File: src/rtl/fu_muldiv_iter_if.sv
// fu_muldiv_iter_if: issue / result handshake bundle for the iterative
// multiply/divide functional unit.
//   Issue side : prv_valid, prv_ready, op, rs1_v, rs2_v, pd_in, rob_in
//   Result side: nxt_valid, nxt_ready, res_data, res_pd, res_rob
// master = issuer / CDB arbiter side, slave = functional unit side.
interface fu_muldiv_iter_if #(
    parameter int XLEN      = 32,
    parameter int PRF_IDX_W = 6,
    parameter int ROB_IDX_W = 5
);
    logic                 prv_valid;
    logic                 prv_ready;
    logic [2:0]           op;
    logic [XLEN-1:0]      rs1_v;
    logic [XLEN-1:0]      rs2_v;
    logic [PRF_IDX_W-1:0] pd_in;
    logic [ROB_IDX_W-1:0] rob_in;
    logic                 nxt_valid;
    logic                 nxt_ready;
    logic [XLEN-1:0]      res_data;
    logic [PRF_IDX_W-1:0] res_pd;
    logic [ROB_IDX_W-1:0] res_rob;

    modport master (
        output prv_valid, op, rs1_v, rs2_v, pd_in, rob_in, nxt_ready,
        input  prv_ready, nxt_valid, res_data, res_pd, res_rob
    );

    modport slave (
        input  prv_valid, op, rs1_v, rs2_v, pd_in, rob_in, nxt_ready,
        output prv_ready, nxt_valid, res_data, res_pd, res_rob
    );
endinterface

File: src/rtl/fu_muldiv_iter.sv
// fu_muldiv_iter: RV M-extension functional unit (MUL/MULH/MULHSU/MULHU/
// DIV/DIVU/REM/REMU) with a fixed-latency multiplier, a radix-2 restoring
// divider and a single-entry result register. One op in flight; the PRF tag
// and ROB index travel with the op.
// Ports:
//   clk   - clock, all state on the rising edge
//   rst   - asynchronous active-high reset
//   flush - synchronous flush, kills the in-flight op and any pending result
//   bus   - fu_muldiv_iter_if.slave (issue handshake + result handshake)
// Optional: define MULDIV_DIV_FAST_EN to let divide-by-zero, signed
// overflow and unsigned dividend<divisor finish one cycle after accept.
module fu_muldiv_iter #(
    parameter int XLEN      = 32,
    parameter int MUL_CYC   = 3,
    parameter int PRF_IDX_W = 6,
    parameter int ROB_IDX_W = 5
) (
    input  logic               clk,
    input  logic               rst,
    input  logic               flush,
    fu_muldiv_iter_if.slave    bus
);

    localparam int CNT_MAX = (XLEN > MUL_CYC) ? XLEN : MUL_CYC;
    localparam int CNT_W   = $clog2(CNT_MAX);

    typedef enum logic [1:0] {IDLE, MUL, DIV, DONE} state_t;

    state_t               state, state_nxt, start_state;
    logic                 accept;
    logic                 direct_done;

    logic [1:0]           op_q;
    logic [XLEN-1:0]      a_q, b_q;
    logic [PRF_IDX_W-1:0] pd_q;
    logic [ROB_IDX_W-1:0] rob_q;
    logic [CNT_W-1:0]     cnt;

    logic [XLEN-1:0]      rem_q, quo_q, dvs_q;
    logic                 neg_q, neg_r;

    logic [XLEN-1:0]      res_data_q;
    logic [PRF_IDX_W-1:0] res_pd_q;
    logic [ROB_IDX_W-1:0] res_rob_q;

    logic                 sgn_div, a_neg, b_neg;
    logic                 div_fast;
    logic [XLEN-1:0]      fast_res;

    logic [XLEN:0]        rem_sh, diff;
    logic                 qbit;
    logic [XLEN-1:0]      rem_nx, quo_nx, div_res;

    // Product slice for funct3[1:0]: 00 low half, 01 s*s, 10 s*u, 11 u*u.
    // Operands are extended to 2*XLEN so a plain multiply yields the
    // correct low 2*XLEN product bits for any signedness mix.
    function automatic logic [XLEN-1:0] mul_res(input logic [1:0]      f,
                                                input logic [XLEN-1:0] a,
                                                input logic [XLEN-1:0] b);
        logic                sa, sb;
        logic [2*XLEN-1:0]   ea, eb, p;
        sa = (f == 2'b01 || f == 2'b10) && a[XLEN-1];
        sb = (f == 2'b01) && b[XLEN-1];
        ea = {{XLEN{sa}}, a};
        eb = {{XLEN{sb}}, b};
        p  = ea * eb;
        return (f == 2'b00) ? p[XLEN-1:0] : p[2*XLEN-1:XLEN];
    endfunction

    function automatic logic [XLEN-1:0] mag(input logic neg, input logic [XLEN-1:0] x);
        return neg ? ('0 - x) : x;
    endfunction

    // ---------------- handshake ----------------
    assign bus.prv_ready = (state == IDLE) || (state == DONE && bus.nxt_ready);
    assign accept        = bus.prv_valid && bus.prv_ready && !flush;
    assign bus.nxt_valid = (state == DONE);
    assign bus.res_data  = res_data_q;
    assign bus.res_pd    = res_pd_q;
    assign bus.res_rob   = res_rob_q;

    assign sgn_div = !bus.op[0];
    assign a_neg   = sgn_div && bus.rs1_v[XLEN-1];
    assign b_neg   = sgn_div && bus.rs2_v[XLEN-1];

`ifdef MULDIV_DIV_FAST_EN
    logic fz, fovf, fult;
    assign fz       = (bus.rs2_v == '0);
    assign fovf     = sgn_div && (bus.rs1_v == {1'b1, {(XLEN-1){1'b0}}}) && (bus.rs2_v == '1);
    assign fult     = !sgn_div && (bus.rs1_v < bus.rs2_v);
    assign div_fast = bus.op[2] && (fz || fovf || fult);
    // quotient: '1 on zero divisor, dividend on overflow, 0 when a<b;
    // remainder: 0 on overflow, otherwise the dividend itself.
    assign fast_res = bus.op[1] ? (fovf ? '0 : bus.rs1_v)
                                : (fz ? '1 : (fovf ? bus.rs1_v : '0));
`else
    assign div_fast = 1'b0;
    assign fast_res = '0;
`endif

    assign direct_done = bus.op[2] ? div_fast : (MUL_CYC == 1);

    always_comb begin
        start_state = DIV;
        if (!bus.op[2])
            start_state = (MUL_CYC == 1) ? DONE : MUL;
        else if (div_fast)
            start_state = DONE;
    end

    // ---------------- FSM ----------------
    always_ff @(posedge clk or posedge rst) begin
        if (rst) state <= IDLE;
        else     state <= state_nxt;
    end

    always_comb begin
        state_nxt = state;
        unique case (state)
            IDLE: if (accept) state_nxt = start_state;
            MUL:  if (cnt == '0) state_nxt = DONE;
            DIV:  if (cnt == '0) state_nxt = DONE;
            DONE: if (bus.nxt_ready) state_nxt = accept ? start_state : IDLE;
            default: state_nxt = IDLE;
        endcase
        if (flush) state_nxt = IDLE;
    end

    // ---------------- divider step ----------------
    always_comb begin
        rem_sh  = {rem_q, quo_q[XLEN-1]};
        diff    = rem_sh - {1'b0, dvs_q};
        qbit    = !diff[XLEN];
        rem_nx  = qbit ? diff[XLEN-1:0] : rem_sh[XLEN-1:0];
        quo_nx  = {quo_q[XLEN-2:0], qbit};
        // A zero divisor leaves every quotient bit set and neg_q cleared,
        // so the all-ones quotient falls out without a special case.
        div_res = op_q[1] ? mag(neg_r, rem_nx) : mag(neg_q, quo_nx);
    end

    // ---------------- datapath ----------------
    always_ff @(posedge clk or posedge rst) begin
        if (rst) begin
            op_q       <= '0;
            a_q        <= '0;
            b_q        <= '0;
            pd_q       <= '0;
            rob_q      <= '0;
            cnt        <= '0;
            rem_q      <= '0;
            quo_q      <= '0;
            dvs_q      <= '0;
            neg_q      <= 1'b0;
            neg_r      <= 1'b0;
            res_data_q <= '0;
            res_pd_q   <= '0;
            res_rob_q  <= '0;
        end else if (!flush) begin
            if (accept) begin
                op_q  <= bus.op[1:0];
                a_q   <= bus.rs1_v;
                b_q   <= bus.rs2_v;
                pd_q  <= bus.pd_in;
                rob_q <= bus.rob_in;
                // The accept edge itself is the first multiply cycle, so the
                // counter starts one lower to land nxt_valid in cycle MUL_CYC.
                cnt   <= bus.op[2] ? CNT_W'(XLEN - 1)
                                   : CNT_W'((MUL_CYC > 1) ? MUL_CYC - 2 : 0);
                rem_q <= '0;
                quo_q <= mag(a_neg, bus.rs1_v);
                dvs_q <= mag(b_neg, bus.rs2_v);
                neg_q <= (a_neg ^ b_neg) && (bus.rs2_v != '0);
                neg_r <= a_neg;
                if (direct_done) begin
                    res_data_q <= bus.op[2] ? fast_res
                                            : mul_res(bus.op[1:0], bus.rs1_v, bus.rs2_v);
                    res_pd_q   <= bus.pd_in;
                    res_rob_q  <= bus.rob_in;
                end
            end else begin
                unique case (state)
                    MUL: begin
                        cnt <= cnt - 1'b1;
                        if (cnt == '0) begin
                            res_data_q <= mul_res(op_q, a_q, b_q);
                            res_pd_q   <= pd_q;
                            res_rob_q  <= rob_q;
                        end
                    end
                    DIV: begin
                        cnt   <= cnt - 1'b1;
                        rem_q <= rem_nx;
                        quo_q <= quo_nx;
                        if (cnt == '0) begin
                            res_data_q <= div_res;
                            res_pd_q   <= pd_q;
                            res_rob_q  <= rob_q;
                        end
                    end
                    default: ;
                endcase
            end
        end
    end

endmodule

File: src/flat_wrapper.sv
// flat-port wrapper written by rule: the top's interface ports become plain ports
module fu_muldiv_iter_flat 
#(
    parameter int XLEN      = 32,
    parameter int MUL_CYC   = 3,
    parameter int PRF_IDX_W = 6,
    parameter int ROB_IDX_W = 5
)
  (clk, rst, flush, bus_prv_valid, bus_op, bus_rs1_v, bus_rs2_v, bus_pd_in, bus_rob_in, bus_nxt_ready, bus_prv_ready, bus_nxt_valid, bus_res_data, bus_res_pd, bus_res_rob);
  fu_muldiv_iter_if #(.XLEN(XLEN), .PRF_IDX_W(PRF_IDX_W), .ROB_IDX_W(ROB_IDX_W)) bus_i ();
  input  logic clk;
  input  logic rst;
  input  logic flush;
  input wire logic [$bits(bus_i.prv_valid)-1:0] bus_prv_valid;
  input wire logic [$bits(bus_i.op)-1:0] bus_op;
  input wire logic [$bits(bus_i.rs1_v)-1:0] bus_rs1_v;
  input wire logic [$bits(bus_i.rs2_v)-1:0] bus_rs2_v;
  input wire logic [$bits(bus_i.pd_in)-1:0] bus_pd_in;
  input wire logic [$bits(bus_i.rob_in)-1:0] bus_rob_in;
  input wire logic [$bits(bus_i.nxt_ready)-1:0] bus_nxt_ready;
  output wire logic [$bits(bus_i.prv_ready)-1:0] bus_prv_ready;
  output wire logic [$bits(bus_i.nxt_valid)-1:0] bus_nxt_valid;
  output wire logic [$bits(bus_i.res_data)-1:0] bus_res_data;
  output wire logic [$bits(bus_i.res_pd)-1:0] bus_res_pd;
  output wire logic [$bits(bus_i.res_rob)-1:0] bus_res_rob;
  assign bus_i.prv_valid = bus_prv_valid;
  assign bus_i.op = bus_op;
  assign bus_i.rs1_v = bus_rs1_v;
  assign bus_i.rs2_v = bus_rs2_v;
  assign bus_i.pd_in = bus_pd_in;
  assign bus_i.rob_in = bus_rob_in;
  assign bus_i.nxt_ready = bus_nxt_ready;
  assign bus_prv_ready = bus_i.prv_ready;
  assign bus_nxt_valid = bus_i.nxt_valid;
  assign bus_res_data = bus_i.res_data;
  assign bus_res_pd = bus_i.res_pd;
  assign bus_res_rob = bus_i.res_rob;
  fu_muldiv_iter #(.XLEN(XLEN), .MUL_CYC(MUL_CYC), .PRF_IDX_W(PRF_IDX_W), .ROB_IDX_W(ROB_IDX_W)) u_core (.clk(clk), .rst(rst), .flush(flush), .bus(bus_i));
endmodule
File: config.mk
export PLATFORM = sky130hd
export DESIGN_NAME = fu_muldiv_iter_flat
export DESIGN_NICKNAME = d
export VERILOG_FILES = /design/src/rtl/fu_muldiv_iter_if.sv /design/src/rtl/fu_muldiv_iter.sv /design/src/flat_wrapper.sv
export SDC_FILE = /design/constraint.sdc
export NUM_CORES = 2
export LEC_CHECK = 0
export BUFFER_PORTS_ARGS = -buffer_cell sky130_fd_sc_hd__buf_2
export CAP_MARGIN = 20
export CORE_ASPECT_RATIO = 0.5
export CORE_MARGIN = 10
export CORE_UTILIZATION = 25
export DETAILED_ROUTE_END_ITERATION = 8
export PLACE_DENSITY = 0.49
export SLEW_MARGIN = 20
export SYNTH_ARGS = -nofsm -noshare
export SYNTH_HDL_FRONTEND = slang
export SYNTH_SLANG_ARGS = --single-unit
File: constraint.sdc
create_clock -name clk -period 10.1 [get_ports clk]
set_input_delay 2.02 -clock clk [delete_from_list [all_inputs] [get_ports clk]]
set_output_delay 2.02 -clock clk [all_outputs]
set_load 0.01 [all_outputs]
* Yosys cells after proc, flatten, opt, wreduce, memory -nomap -nowiden
Cells that the tools add are included.
Word-level totals: bits in registers 225, input bits 83, output and inout port bits 45
Operators by class: multipliers 1, equality and inequality tests 10, multiplexer cells 24, reductions and logical operators 27, bitwise gates (word level) 3, add/sub/neg operators 6
Operator list (count):
- two-way mux 32 bit | 13
- subtractor 1 x 32 -> 32 bit, first input constant | 4
- multiplier 33 x 33 -> 64 bit | 1
- case mux 32 bit (2 select lines) | 1
- subtractor 33 x 32 -> 33 bit | 1
- nonzero test 32 bit | 1
- two-way mux 5 bit | 3
- two-way mux 2 bit | 6
- logical AND 1 bit | 8
- equality test 2 bit, second input constant | 3
- case mux 2 bit (3 select lines) | 1
- AND reduction 2 bit | 3
- nonzero test 2 bit | 3
- zero test 5 bit | 1
- AND reduction 5 bit | 1
- subtractor 5 x 1 -> 5 bit, second input constant | 1
- equality test 2 x 1 -> 1 bit, second input constant | 2
- zero test 2 bit | 2
- inequality test 2 x 1 -> 1 bit, second input constant | 2
- AND reduction 4 bit | 1
- zero test 1 bit | 3
- inequality test 3 x 1 -> 1 bit, second input constant | 1
- inequality test 3 x 2 -> 1 bit, second input constant | 1
- inequality test 3 bit, second input constant | 1
- other kinds (5) | 7

* Logic depth before layout (Yosys ltp)
depth in word-level cells 9, gate-level depth with buffers 36, mapped depth without buffers 33

* Least setup slack after synthesis
OpenSTA, ideal clock, no wires.
path kind reg-to-reg, start point register u_core.op_q[1], end point register u_core.res_data_q[27], in the netlist u_core.bus.res_data[27], arrival 8.554 ns, period minus slack after synthesis 8.689 ns, path buffers 2, library setup time 0.135 ns, slack 1.411 ns, cell stages (with the launch flop) 33, data required time 9.965 ns, cells stage by stage dfrtp_1 -> inv_2 -> ha_1 -> and2_1 -> clkbuf_1 -> clkbuf_1 -> nand2_1 -> inv_1 -> fa_1 -> inv_1 -> fa_1 -> inv_1 -> fa_1 -> fa_1 -> inv_1 -> fa_1 -> inv_1 -> fa_1 -> inv_1 -> fa_1 -> fa_1 -> inv_1 -> ha_1 -> and3_1 -> a221o_1 -> a21oi_1 -> o22ai_1 -> a221oi_1 -> o21ba_2 -> xnor2_1 -> o21ai_0 -> a221oi_1 -> o31ai_1
Between the ends: cells in the longest elaborated chain, start to end 7, elaborated cells between the ends (all ways) 12
RTL lines:
- from (decl) | line fu_muldiv_iter.sv:33 | logic [1:0] op_q;
- from (signal assigned) | line fu_muldiv_iter.sv:160 | op_q <= bus.op[1:0];
- equality test 2 x 1 -> 1 bit / equality test 2 bit (equally long branches) | line fu_muldiv_iter.sv:62, fu_muldiv_iter.sv:63
- logical OR 1 bit | line fu_muldiv_iter.sv:62 | sa = (f == 2'b01 || f == 2'b10) && a[XLEN-1];
- logical AND 1 bit | line fu_muldiv_iter.sv:62
- multiplier 33 x 33 -> 64 bit | line fu_muldiv_iter.sv:66 | p = ea * eb;
- two-way mux 32 bit | line fu_muldiv_iter.sv:67 | return (f == 2'b00) ? p[XLEN-1:0] : p[2*XLEN-1:XLEN];
- two-way mux 32 bit | line fu_muldiv_iter.sv:184 | if (cnt == '0) begin
- case mux 32 bit (2 select lines) * | line fu_muldiv_iter.sv:181 | unique case (state)
- to (signal assigned) | line fu_muldiv_iter.sv:175 | res_data_q <= bus.op[2] ? fast_res
- to (signal assigned) | line fu_muldiv_iter.sv:185 | res_data_q <= mul_res(op_q, a_q, b_q);
- to (signal assigned) | line fu_muldiv_iter.sv:195 | res_data_q <= div_res;
- to (decl) | line fu_muldiv_iter.sv:42 | logic [XLEN-1:0] res_data_q;
Every way passes the cells marked *; elsewhere a longest branch is shown, timed or not. The select of a mux whose other input is x is not followed. A chain may end at the register's enable or synchronous reset.

* Worst setup path after layout
Ends and elaborated chain as after synthesis.

==> results_dict.tcl <==
set metrics [dict create \
    wl_mm 168.8 \
    synthCells 6052 \
    routabilityCongestion 0.8785 \
    place_hpwl_mm 141.1 \
    diodes 0 \
    drcViolationCount 0 \
    coreArea_um2 209900 \
    synth_cell_types 101 \
    setup_tns_ns 0 \
    drt_iter0_markers 2592 \
    stdcell_count 8819 \
    worstMarginPinSlew_ns 1.207 \
    drive_gt1_frac 0.06478 \
    worstSetupPathType "reg2reg" \
    hp-class "reg2reg" \
    postCtsSetupRepairBufs 0 \
    grtUsageTotal 0.1470 \
    max_stage_delay_ns 0.60 \
    worst_slew_margin_rel 0.1935 \
    syn_area_um2 52670 \
    hold_depth 1 \
    outcome "completed" \
    numCtsBuffers 34 \
    rsz0062_at_grt "no" \
    hold_viol 0 \
    yosysSeqAreaShare 0.1064 \
    synth_nets 7518 \
    setup_viol 0 \
    drv_slew 0 \
    synth_top_cell_by_area "fa_1" \
    crit_fanout 13 \
    synthFlopType "dfrtp_1" \
    clk-insertion-delay-late_ns 0.62 \
    post-route-min-period_ns 9.470 \
    grt_pass1_vias 42260 \
    critical_path.most_common_cell "fa_1" \
    io_pins 128 \
    start_util 0.2509 \
    grt_pass1_wl_mm 263.3 \
    async_reset_ff_frac 1.000 \
    dieHeight_um 344.6 \
    r2r-end "u_core.bus.res_data[27]" \
    yosysWarnings 0 \
    r2r_cells 31 \
    wl_per_cell_um 19.14 \
    via_per_inst 4.548 \
    reg2reg_slack_ns 0.63 \
    cts-hold-fix-buffers 0 \
    grt_overflow_total 0 \
    arrival_ns 9.95 \
    path_clk_slew_ns 0.07 \
    drtPass1Iterations 6 \
    r2r_start "u_core.op_q[1]" \
    synth-seq-cells 224 \
    cts-root-buf "clkbuf_16" \
    critPathCapture "u_core.bus.res_data[27]" \
    fmax_mhz 105.6 \
    num_rows 119 \
    nets 7477 \
    crit_required_ns 10.58 \
    clock_skew_ns 0.06190 \
    cts_tree "built" \
    slowest_stage "fa_1" \
    synth.area.top_cells "fa_1, dfrtp_1, inv_1, nand2_1, ha_1" \
    cts_max_level 2 \
    worstSetupStartpoint "u_core.op_q[1]" \
    maxCapViolCount 0 \
    dieArea_um2 230600 \
    dp.cells 8758 \
    synth_edf_count 0 \
    area_growth_pct 9.281 \
    dr_total_vias 40110 \
    cts_buffer_depth 3 \
    syn_area_per_cell_um2 8.703 \
    antenna_found_initial 4 \
    worstSetupEndpointType "flop" \
    cts_sinks 224 \
    netlist.area_leader.share 0.4280 \
    cts.repair.resized 0 \
    start_kind "flop" \
    antenna_left 0 \
    port_buffers 127 \
    timing.final.crit_share 0.9376 \
    grt_max_degree 142 \
    die_w_um 669.1 \
]
[worst max-delay path: cells and delay by family (launching register included)]
kind | cells | cell delay [ns]
simple gates | 3 | 0.61
xor+xnor | 1 | 0.14
buf+inv | 9 | 1.27
fa+ha+maj | 10 | 5.03
compound gates | 8 | 1.87
flops | 1 | 0.39
[registers in the layout, indices dropped and copies added, names as in the netlist]
register,flops
u_core.a_q,32
u_core.b_q,31
u_core.bus.res_data,32
u_core.bus.res_pd,6
u_core.bus.res_rob,5
u_core.cnt,5
u_core.dvs_q,32
u_core.neg_q,1
u_core.neg_r,1
u_core.op_q,2
u_core.pd_q,6
u_core.quo_q,32
u_core.rem_q,32
u_core.rob_q,5
u_core.state,2
[cells by family after synthesis]
logic type / count (synthesis) / synth area share
AOI/OAI and AO/OA: 678 / 0.08324
adders and majority gates: 1383 / 0.4890
DFF: 224 / 0.1064
xor gates and xnor gates: 205 / 0.03409
muxes: 51 / 0.01007
and+or+nand+nor: 1930 / 0.1627
buffers and inverters: 1581 / 0.1145
[synth_stat cells, types with 21 or more instances]
cell type / number
dfrtp_1: 224
a21oi_1: 154
clkbuf_1: 302
o21a_1: 21
fa_1: 1126
and3_1: 32
and2_1: 281
nor3_1: 38
mux2i_1: 35
a211oi_1: 22
xor2_1: 96
a21o_1: 48
o21ai_0: 198
inv_1: 1252
a31oi_1: 34
nand3_1: 35
nand2_1: 1227
xnor2_1: 109
nor4_1: 21
nor2_1: 171
o31ai_1: 32
ha_1: 257
[per-layer routing]
metal / track usage / vias to the layer above / routed length [um]
li1: - / 18130 / -
met1: 0.2024 / 20880 / 76740
met2: 0.2433 / 889 / 78560
met3: 0.01309 / 216 / 6895
met4: 0.04888 / 2 / 6590
met5: 0 / - / 13
[per-stage QoR]
step	cell area [um2]	utilization	worst slack, ns	hold slack [ns]
after floorplan	52670	-	1.411	0.4401
after global placement	56440	0.2688	0.6831	0.4561
after detailed placement	56450	0.2689	0.6337	0.4571
after CTS	57560	0.2742	0.5577	0.4308
after global routing	57560	0.2742	0.1001	0.4511
final	57560	0.2742	0.6298	0.4588
[final cells by class]
class / instances / area [um2]
clock inverter: 14 / 173.9
fill: 22720 / 152400
tap: 2783 / 3482
clock buffer: 47 / 929.6
timing repair buffer: 249 / 1572
inverter: 1255 / 4721
sequential: 224 / 5614
multi-input combinational: 4247 / 41070
[worst min-delay path by stage]
stage / start / to / slack [ns]
final: u_core.rob_q[1] / u_core.bus.res_rob[1] / 0.46
after global routing: u_core.rob_q[1] / u_core.bus.res_rob[1] / 0.45
after CTS: u_core.rob_q[1] / u_core.bus.res_rob[1] / 0.43
after detailed placement: u_core.rob_q[2] / u_core.rob_q[2] / 0.46
after global placement: u_core.rob_q[2] / u_core.rob_q[2] / 0.46
after floorplan: u_core.pd_q[0] / u_core.pd_q[0] / 0.44
[cell usage in the layout (no fill, tap or decap), types with 127 or more instances in the layout]
cell / count
fa_1: 1126
inv_1: 1251
ha_1: 256
buf_2: 127
dfrtp_1: 217
o21ai_0: 197
and2_1: 281
nor2_1: 169
nand2_1: 1227
a21oi_1: 154
Power is left out: the tool's default activity adds up to more than one toggle a clock period on the data nets, which glitch-free logic cannot reach.
